[config.mk]
export PLATFORM = sky130hd
export DESIGN_NAME = wb_regbank_param_flat
export DESIGN_NICKNAME = d
export VERILOG_FILES = /design/src/rtl/wb_regbank_param_if.sv /design/src/rtl/wb_regbank_param.sv /design/src/flat_wrapper.sv
export SDC_FILE = /design/constraint.sdc
export NUM_CORES = 1
export LEC_CHECK = 0
export ABC_CLOCK_PERIOD_IN_PS = 3000
export CORE_ASPECT_RATIO = 1.75
export CORE_MARGIN = 2
export CORE_UTILIZATION = 38
export CTS_CLUSTER_SIZE = 25
export DETAILED_ROUTE_END_ITERATION = 8
export PLACE_DENSITY = 0.89
export SETUP_SLACK_MARGIN = 0.05
export SYNTH_ARGS = -nofsm -noshare
export SYNTH_HDL_FRONTEND = slang
export SYNTH_SLANG_ARGS = --single-unit
export TNS_END_PERCENT = 1
[constraint.sdc]
create_clock -name wb_clk_i -period 3 [get_ports wb_clk_i]
set_input_delay 0.9 -clock wb_clk_i [delete_from_list [all_inputs] [get_ports wb_clk_i]]
set_output_delay 0.9 -clock wb_clk_i [all_outputs]
set_load 0.05 [all_outputs]
[src/rtl/wb_regbank_param_if.sv]
// Wishbone classic request/response bundle for wb_regbank_param.
// The master drives the request fields; the slave returns read data and a one-cycle ack.
interface wb_regbank_param_if #(
  parameter int DW = 8,
  parameter int AW = 8
) ();
  logic            wb_cyc_i;
  logic            wb_stb_i;
  logic            wb_we_i;
  logic [AW-1:0]   wb_adr_i;
  logic [DW/8-1:0] wb_sel_i;
  logic [DW-1:0]   wb_dat_i;
  logic [DW-1:0]   wb_dat_o;
  logic            wb_ack_o;

  modport master (
    output wb_cyc_i, wb_stb_i, wb_we_i, wb_adr_i, wb_sel_i, wb_dat_i,
    input  wb_dat_o, wb_ack_o
  );

  modport slave (
    input  wb_cyc_i, wb_stb_i, wb_we_i, wb_adr_i, wb_sel_i, wb_dat_i,
    output wb_dat_o, wb_ack_o
  );
endinterface

[src/rtl/wb_regbank_param.sv]
// Wishbone classic register bank of NREGS x DW with RW / RO-status / sticky W1C-event registers and a level irq.
// Ack follows the request edge by 1+WAIT_STATES edges; the master stalls by holding cyc/stb until ack, dropping cyc aborts.
module wb_regbank_param #(
  parameter int                    DW          = 8,
  parameter int                    AW          = 8,
  parameter int                    NREGS       = 8,
  parameter int                    WAIT_STATES = 0,
  parameter logic [NREGS-1:0]      RO_MASK     = '0,
  parameter logic [NREGS-1:0]      W1C_MASK    = '0,
  parameter logic [NREGS*DW-1:0]   RST_VAL     = '0
) (
  input  logic                  wb_clk_i,
  input  logic                  wb_rst_n_i,
  wb_regbank_param_if.slave     bus,
  input  logic [NREGS*DW-1:0]   status_i,
  input  logic [NREGS*DW-1:0]   event_i,
  output logic [NREGS*DW-1:0]   ctrl_o,
  output logic                  irq_o
);

  localparam int NLANES = DW / 8;

  typedef logic [NREGS-1:0][DW-1:0] bank_t;
  typedef enum logic [1:0] {S_IDLE, S_WAIT, S_ACK} state_t;

  function automatic logic [NREGS*DW-1:0] expand_mask(input logic [NREGS-1:0] m);
    logic [NREGS*DW-1:0] r;
    r = '0;
    for (int n = 0; n < NREGS; n++) r[n*DW +: DW] = {DW{m[n]}};
    return r;
  endfunction

  // A register flagged both RO and W1C behaves as RO.
  localparam logic [NREGS-1:0]    W1C_EFF  = W1C_MASK & ~RO_MASK;
  localparam logic [NREGS*DW-1:0] RO_BITS  = expand_mask(RO_MASK);
  localparam logic [NREGS*DW-1:0] W1C_BITS = expand_mask(W1C_EFF);
  localparam logic [NREGS*DW-1:0] RST_IMG  = RST_VAL & ~RO_BITS & ~W1C_BITS;

  state_t              state;
  logic [2:0]          wait_cnt;
  logic                lat_we;
  logic [AW-1:0]       lat_adr;
  logic [NLANES-1:0]   lat_sel;
  logic [DW-1:0]       lat_dat;
  bank_t               regs_q;
  bank_t               regs_d;
  logic                irq_q;
  logic                irq_d;
  logic                ack_q;
  logic [DW-1:0]       dat_q;
  logic [DW-1:0]       rd_data;
  logic [DW-1:0]       lane_mask;
  logic                commit;
  logic [NREGS*DW-1:0] event_set;
  logic [NREGS*DW-1:0] reg_view;

  assign commit    = (state == S_ACK) && bus.wb_cyc_i;
  assign event_set = event_i & W1C_BITS;
  // RO slices of regs_q are held at zero, so OR-ing in status gives the read image.
  assign reg_view  = regs_q | (status_i & RO_BITS);

  always_comb begin
    lane_mask = '0;
    for (int k = 0; k < NLANES; k++) lane_mask[k*8 +: 8] = {8{lat_sel[k]}};
  end

  always_comb begin
    rd_data = '1;
    for (int n = 0; n < NREGS; n++) begin
      if (lat_adr == AW'(n)) rd_data = reg_view[n*DW +: DW];
    end
  end

  always_comb begin
    regs_d = regs_q;
    for (int n = 0; n < NREGS; n++) begin
      if (commit && lat_we && (lat_adr == AW'(n))) begin
        if (W1C_EFF[n]) begin
          regs_d[n] = regs_q[n] & ~(lat_dat & lane_mask);
        end else if (!RO_MASK[n]) begin
          regs_d[n] = (regs_q[n] & ~lane_mask) | (lat_dat & lane_mask);
        end
      end
    end
    // Event set is applied after the clear so a coincident set wins.
    regs_d = regs_d | event_set;
    irq_d  = |(regs_d & W1C_BITS);
  end

  always_ff @(posedge wb_clk_i) begin
    if (!wb_rst_n_i) begin
      state    <= S_IDLE;
      wait_cnt <= '0;
      lat_we   <= 1'b0;
      lat_adr  <= '0;
      lat_sel  <= '0;
      lat_dat  <= '0;
      regs_q   <= RST_IMG;
      irq_q    <= 1'b0;
      ack_q    <= 1'b0;
      dat_q    <= '0;
    end else begin
      regs_q <= regs_d;
      irq_q  <= irq_d;
      ack_q  <= 1'b0;
      case (state)
        S_IDLE: begin
          if (bus.wb_cyc_i && bus.wb_stb_i) begin
            lat_we  <= bus.wb_we_i;
            lat_adr <= bus.wb_adr_i;
            lat_sel <= bus.wb_sel_i;
            lat_dat <= bus.wb_dat_i;
            if (WAIT_STATES > 0) begin
              state    <= S_WAIT;
              wait_cnt <= 3'(WAIT_STATES - 1);
            end else begin
              state <= S_ACK;
            end
          end
        end
        S_WAIT: begin
          if (!bus.wb_cyc_i) begin
            state <= S_IDLE;
          end else if (wait_cnt == 3'd0) begin
            state <= S_ACK;
          end else begin
            wait_cnt <= wait_cnt - 3'd1;
          end
        end
        S_ACK: begin
          state <= S_IDLE;
          if (bus.wb_cyc_i) begin
            ack_q <= 1'b1;
            dat_q <= rd_data;
          end
        end
        default: state <= S_IDLE;
      endcase
    end
  end

  assign bus.wb_ack_o = ack_q;
  assign bus.wb_dat_o = dat_q;
  assign ctrl_o       = regs_q;
  assign irq_o        = irq_q;

endmodule

[src/flat_wrapper.sv]
// flat-port wrapper written by rule: the top's interface ports become plain ports
module wb_regbank_param_flat 
#(
  parameter int                    DW          = 8,
  parameter int                    AW          = 8,
  parameter int                    NREGS       = 8,
  parameter int                    WAIT_STATES = 0,
  parameter logic [NREGS-1:0]      RO_MASK     = '0,
  parameter logic [NREGS-1:0]      W1C_MASK    = '0,
  parameter logic [NREGS*DW-1:0]   RST_VAL     = '0
)
  (wb_clk_i, wb_rst_n_i, status_i, event_i, ctrl_o, irq_o, bus_wb_cyc_i, bus_wb_stb_i, bus_wb_we_i, bus_wb_adr_i, bus_wb_sel_i, bus_wb_dat_i, bus_wb_dat_o, bus_wb_ack_o);
  wb_regbank_param_if #(.DW(DW), .AW(AW)) bus_i ();
  input  logic wb_clk_i;
  input  logic wb_rst_n_i;
  input  logic [NREGS*DW-1:0] status_i;
  input  logic [NREGS*DW-1:0] event_i;
  output logic [NREGS*DW-1:0] ctrl_o;
  output logic irq_o;
  input wire logic [$bits(bus_i.wb_cyc_i)-1:0] bus_wb_cyc_i;
  input wire logic [$bits(bus_i.wb_stb_i)-1:0] bus_wb_stb_i;
  input wire logic [$bits(bus_i.wb_we_i)-1:0] bus_wb_we_i;
  input wire logic [$bits(bus_i.wb_adr_i)-1:0] bus_wb_adr_i;
  input wire logic [$bits(bus_i.wb_sel_i)-1:0] bus_wb_sel_i;
  input wire logic [$bits(bus_i.wb_dat_i)-1:0] bus_wb_dat_i;
  output wire logic [$bits(bus_i.wb_dat_o)-1:0] bus_wb_dat_o;
  output wire logic [$bits(bus_i.wb_ack_o)-1:0] bus_wb_ack_o;
  assign bus_i.wb_cyc_i = bus_wb_cyc_i;
  assign bus_i.wb_stb_i = bus_wb_stb_i;
  assign bus_i.wb_we_i = bus_wb_we_i;
  assign bus_i.wb_adr_i = bus_wb_adr_i;
  assign bus_i.wb_sel_i = bus_wb_sel_i;
  assign bus_i.wb_dat_i = bus_wb_dat_i;
  assign bus_wb_dat_o = bus_i.wb_dat_o;
  assign bus_wb_ack_o = bus_i.wb_ack_o;
  wb_regbank_param #(.DW(DW), .AW(AW), .NREGS(NREGS), .WAIT_STATES(WAIT_STATES), .RO_MASK(RO_MASK), .W1C_MASK(W1C_MASK), .RST_VAL(RST_VAL)) u_core (.wb_clk_i(wb_clk_i), .wb_rst_n_i(wb_rst_n_i), .bus(bus_i), .status_i(status_i), .event_i(event_i), .ctrl_o(ctrl_o), .irq_o(irq_o));
endmodule
; After elaboration in Yosys (flattened, before gate mapping)
; Cells that the tools add are included.
; Widths: inputs -> output; s select.
[op_classes]
n_addsub = 1
n_eq_ne = 11
n_mux = 13
bitwise_logic = 19
n_reduce_logical = 19
[op_table]
columns = operator, count
row1 = $and 8x8->8, 9
row2 = $mux 8, 8
row3 = $or 8x8->8, 8
row4 = $eq 8x3->1 const B, 4
row5 = $eq 8x2->1 const B, 2
row6 = $logic_and 1x1->1, 11
row7 = $eq 8x1->1 const B, 1
row8 = $logic_not 8->1, 1
row9 = $not 8->8, 1
row10 = $reduce_and 2->1, 4
row11 = $mux 2, 3
row12 = $pmux 2 s2, 1
row13 = $logic_not 3->1, 1
row14 = $ne 3x2->1 const B, 1
row15 = $reduce_and 3->1, 1
row16 = $sub 3x1->3 const B, 1
row17 = $eq 2x1->1 const B, 1
row18 = $eq 2x2->1 const B, 1
row19 = $logic_not 2->1, 1
row20 = $ne 2x1->1 const B, 1
row21 = $mux 1, 1
row22 = $not 1->1, 1
[totals]
reg_bits = 96
input_bits = 150
output_inout_bits = 74
word_cells = 79

; Longest topological paths before layout
[depth]
depth_word = 9
ltp_mapped = 7
ltp_nobuf = 5

; Worst setup path before layout
; Ideal clock, no wire load.
[synth_timing]
kind = input port to flip-flop
from = in bus_wb_cyc_i
to = reg (tool-made name)
setup_ps = 117
arrival_ps = 2277
required_time_ps = 2883
setup_slack_ps = 606
path_stages = 6
n_path_buf = 1
cell_sequence = and2_1 -> clkbuf_1 -> nand3_1 -> nor4_4 -> mux2i_1 -> nor2b_1
[synth_rtl]
columns = element, line
row1 = "start, declared", flat_wrapper.sv:20  ; input wire logic [$bits(bus_i.wb_cyc_i)-1:0] bus_wb_cyc_i;

==> results by group <==
Yosys
  • Syn Nets: between 600 and 700
  • Compound-cell area share of the yosys netlist: about 16%
  • Synthesized cell area: between 4000 and 5000 um2
  • Main combinational cell family by area after synthesis: simple AND/OR/NAND/NOR gates
  • Share of synthesized registers carrying an async set or reset: 0%
  • Syn Area/Cell: 8.57 um2
  • Cell variety after synth: 42
  • Register area share after synthesis: 44.5%
  • Synth warn: 0
  • Area share of xor/xnor cells in the synthesized design: 0%
  • Post-synth EDFFs: 0
  • Area share of and/or/nand/nor cells after synthesis: between 20% and 30%
  • Proportion of synthesized area in mux cells: 11.0%
  • Adder-cell share of the synthesized area: 0%
  • Dominant synthesized flop cell: dfxtp_1
  • Cells after Synth: a little under 500
  • Yosys reg bits: between 90 and 100

Route
  • Post-Route WL: 12600 um
  • Via count: between 3000 and 4000
  • Drt first pass iters: 5
  • Vias per std cell: roughly 5.5
  • Initial DRC Count: 300
  • # DRC: 0
  • Metal3 WL: ~700 um
  • Antenna-violating nets left: 0
  • Wl on met1: 4570 um
  • DR top layer: met4
  • Avg WL per Cell: 18.0 um
  • Met2 WL: ~6500 um

Placement
  • Area after DPL: around 5200 um2
  • GP Congestion: between 0.9 and 1
  • Cell total after placement: slightly below 700
  • Port bufs: 94
  • DP HPWL: between 9000 and 10000 um

Final layout
  • Layout area overhead: 34.0%
  • Filler cells: just under 1000
  • Antenna diodes: 0
  • Most common cell after layout, fill and taps aside: nand2_1
  • Fin cells: approximately 700
  • Ratio of cells with drive above 1 in the final layout: between 8 and 9%
  • Post-layout net count: about 710
  • Most frequent cells in the layout: 113 x nand2_1, 93 x clkdlybuf4s50_1, 92 x dfxtp_1
  • Post-route cell area: around 5500 um2

Timing
  • Pins Over Slew Limit: 0
  • RSZ-0062 raised after global routing: false
  • Setup total negative slack: 0 ns
  • Crit path time final: 2.62 ns
  • Worst Max-Slew Pin Slew: 0.716 ns
  • Fmax: 382 MHz
  • Slew Limit Headroom: between 50% and 60%
  • Tcrit/Tclk final: 87.3%
  • Clk_skew: roughly 0.0041 ns
  • Final Hold Vio Count: 0
  • Final Setup Violations: 0

Run status
  • Outcome: completed

GRT
  • Largest net degree at the start of global routing: 108
  • Grt ovf: 0
  • Gr usage total: about a fifth
  • Vias in the first global route: ~3600
  • Global-route wire length before repair: 19300 um
  • Antenna violations before repair: 0

Clocking
  • Max clock buf depth: 2
  • CTS tree: yes
  • CTS H-Tree Depth: 3
  • Buffers inserted by post-CTS timing repair: 0
  • Inserted Clock Buffers: 9
  • Clock root cell: clkbuf_16
  • Clock sink count: between 90 and 100
  • Cts-stage hold buffer count: 0
  • Cts repair resizes: 0
  • Worst-Skew Late Latency: roughly 0.35 ns
  • Clk slew on worst S/H paths: 0.06 ns

Floorplanning
  • Die area: 11800 um2
  • Initial Utilization: roughly two fifths
  • Die Height: 142 um
  • Core ar.: between 10000 and 15000 um2
  • Die Wd: approximately 83 um
  • Rows: 50
  • Top Ports: 224

Power and ir drop
  • VDD IR max: roughly 0.35 mV
  • Total power: roughly 2.6 mW
  • Power per cell area: around 480 nW/um2
  • Leak: 1.86 nW

Critical path
  • Worst setup SP type: primary input
  • Critical path endpoint category: flip-flop
  • FF-to-FF path depth: 6
  • Arr. time, crit path: about 2.9 ns
  • Crit path max fanout: 6
  • Critical path type: in -> reg
  • Reg2Reg Setup Slack: 0.63 ns
  • Reg2Reg Launch Point: u_core.lat_adr[7]$_SDFFE_PN0P_
  • Worst EP required: 3.24 ns

Hold path
  • HP Class: reg -> reg
  • Hold EP: u_core.lat_adr[5]$_SDFFE_PN0P_
  • Hold path start: u_core.lat_adr[5]$_SDFFE_PN0P_
  • Min-Delay Path Depth: 2

Job
  • Max-Cap Viols: 0
## cells by family after synthesis
group                  Yosys count
AND/OR/NAND/NOR                200
flip-flops                      92
buffers and inverters           47
AO/OA/AOI/OAI                  101
other                            1
multiplexers                    42
## report_power, final
part | internal (mW) | switching [mW]
Sequential | 1.24 | 0.0326
Clock | 0.730 | 0.458
Combinational | 0.0796 | 0.100
## layout make-up
type | count | area (um2) | share of cell area (%)
clock inverter | 4 | 73.8 | 1.33
multi-input combinational | 344 | 2110 | 38.0
inverter | 3 | 11.3 | 0.203
timing repair buffer | 114 | 1110 | 20.0
tap | 130 | 163 | 2.93
clock buffer | 12 | 236 | 4.26
sequential | 92 | 1840 | 33.2
## cells in the mapped netlist (2+ instances only)
| cell | n | area share [%] |
|---|---|---|
| a2111oi_0 | 3 | 0.63 |
| a21boi_0 | 42 | 7.6 |
| a21oi_1 | 4 | 0.48 |
| a31oi_1 | 3 | 0.45 |
| and2_1 | 2 | 0.30 |
| and3_1 | 3 | 0.45 |
| buf_1 | 2 | 0.18 |
| clkbuf_1 | 39 | 3.5 |
| dfxtp_1 | 92 | 44 |
| inv_1 | 3 | 0.27 |
| mux2_2 | 7 | 1.9 |
| mux2i_1 | 33 | 8.0 |
| mux4_2 | 2 | 1.1 |
| nand2_1 | 113 | 10 |
| nand2b_1 | 3 | 0.45 |
| nand3_1 | 21 | 2.5 |
| nand4_1 | 2 | 0.30 |
| nor2_1 | 4 | 0.36 |
| nor2b_1 | 28 | 4.2 |
| nor3_1 | 8 | 0.97 |
| nor4_2 | 2 | 0.60 |
| nor4_4 | 2 | 1.0 |
| o211ai_1 | 4 | 0.73 |
| o21ai_0 | 31 | 3.7 |
| o221ai_1 | 4 | 0.85 |
| o22ai_1 | 5 | 0.76 |
| or3_1 | 4 | 0.60 |
| or4_1 | 3 | 0.54 |
## metal layers
metal / up-vias / GRT usage, %
li1: 1823 / -
met1: 1763 / 22.0
met2: 182 / 37.8
met3: 52 / 4.12
met4: 0 / 13.5
met5: - / 0
## how the worst max path moves through the flow
stage	start	to	slack (ns)	cells past startpoint
after global routing	bus_wb_cyc_i	flip-flop	0.30	7
final	bus_wb_cyc_i	flip-flop	0.38	7
after detailed placement	bus_wb_cyc_i	flip-flop	0.04	7
after CTS	bus_wb_cyc_i	flip-flop	0.39	7
after global placement	bus_wb_cyc_i	flip-flop	0.07	7
after floorplan	bus_wb_cyc_i	flip-flop	0.61	6
## critical path: stages
cell and delay, ns:
clkdlybuf4s50_1 0.53, nand2_1 0.08, or3_1 0.38, or4_1 0.52, buf_4 0.20, mux2i_1 0.18, nor2b_1 0.07
## per-stage QoR
stage | utilization (%) | worst slack (ns) | hold slack [ns]
after floorplan | - | 0.606 | 0.443
after detailed placement | 49.2 | 0.0396 | 0.458
after CTS | 52.2 | 0.393 | 0.466
after global routing | 52.2 | 0.296 | 0.487
final | 52.2 | 0.381 | 0.466
after global placement | 49.2 | 0.0658 | 0.454
No activity file was read; power rests on OpenSTA's default activity.
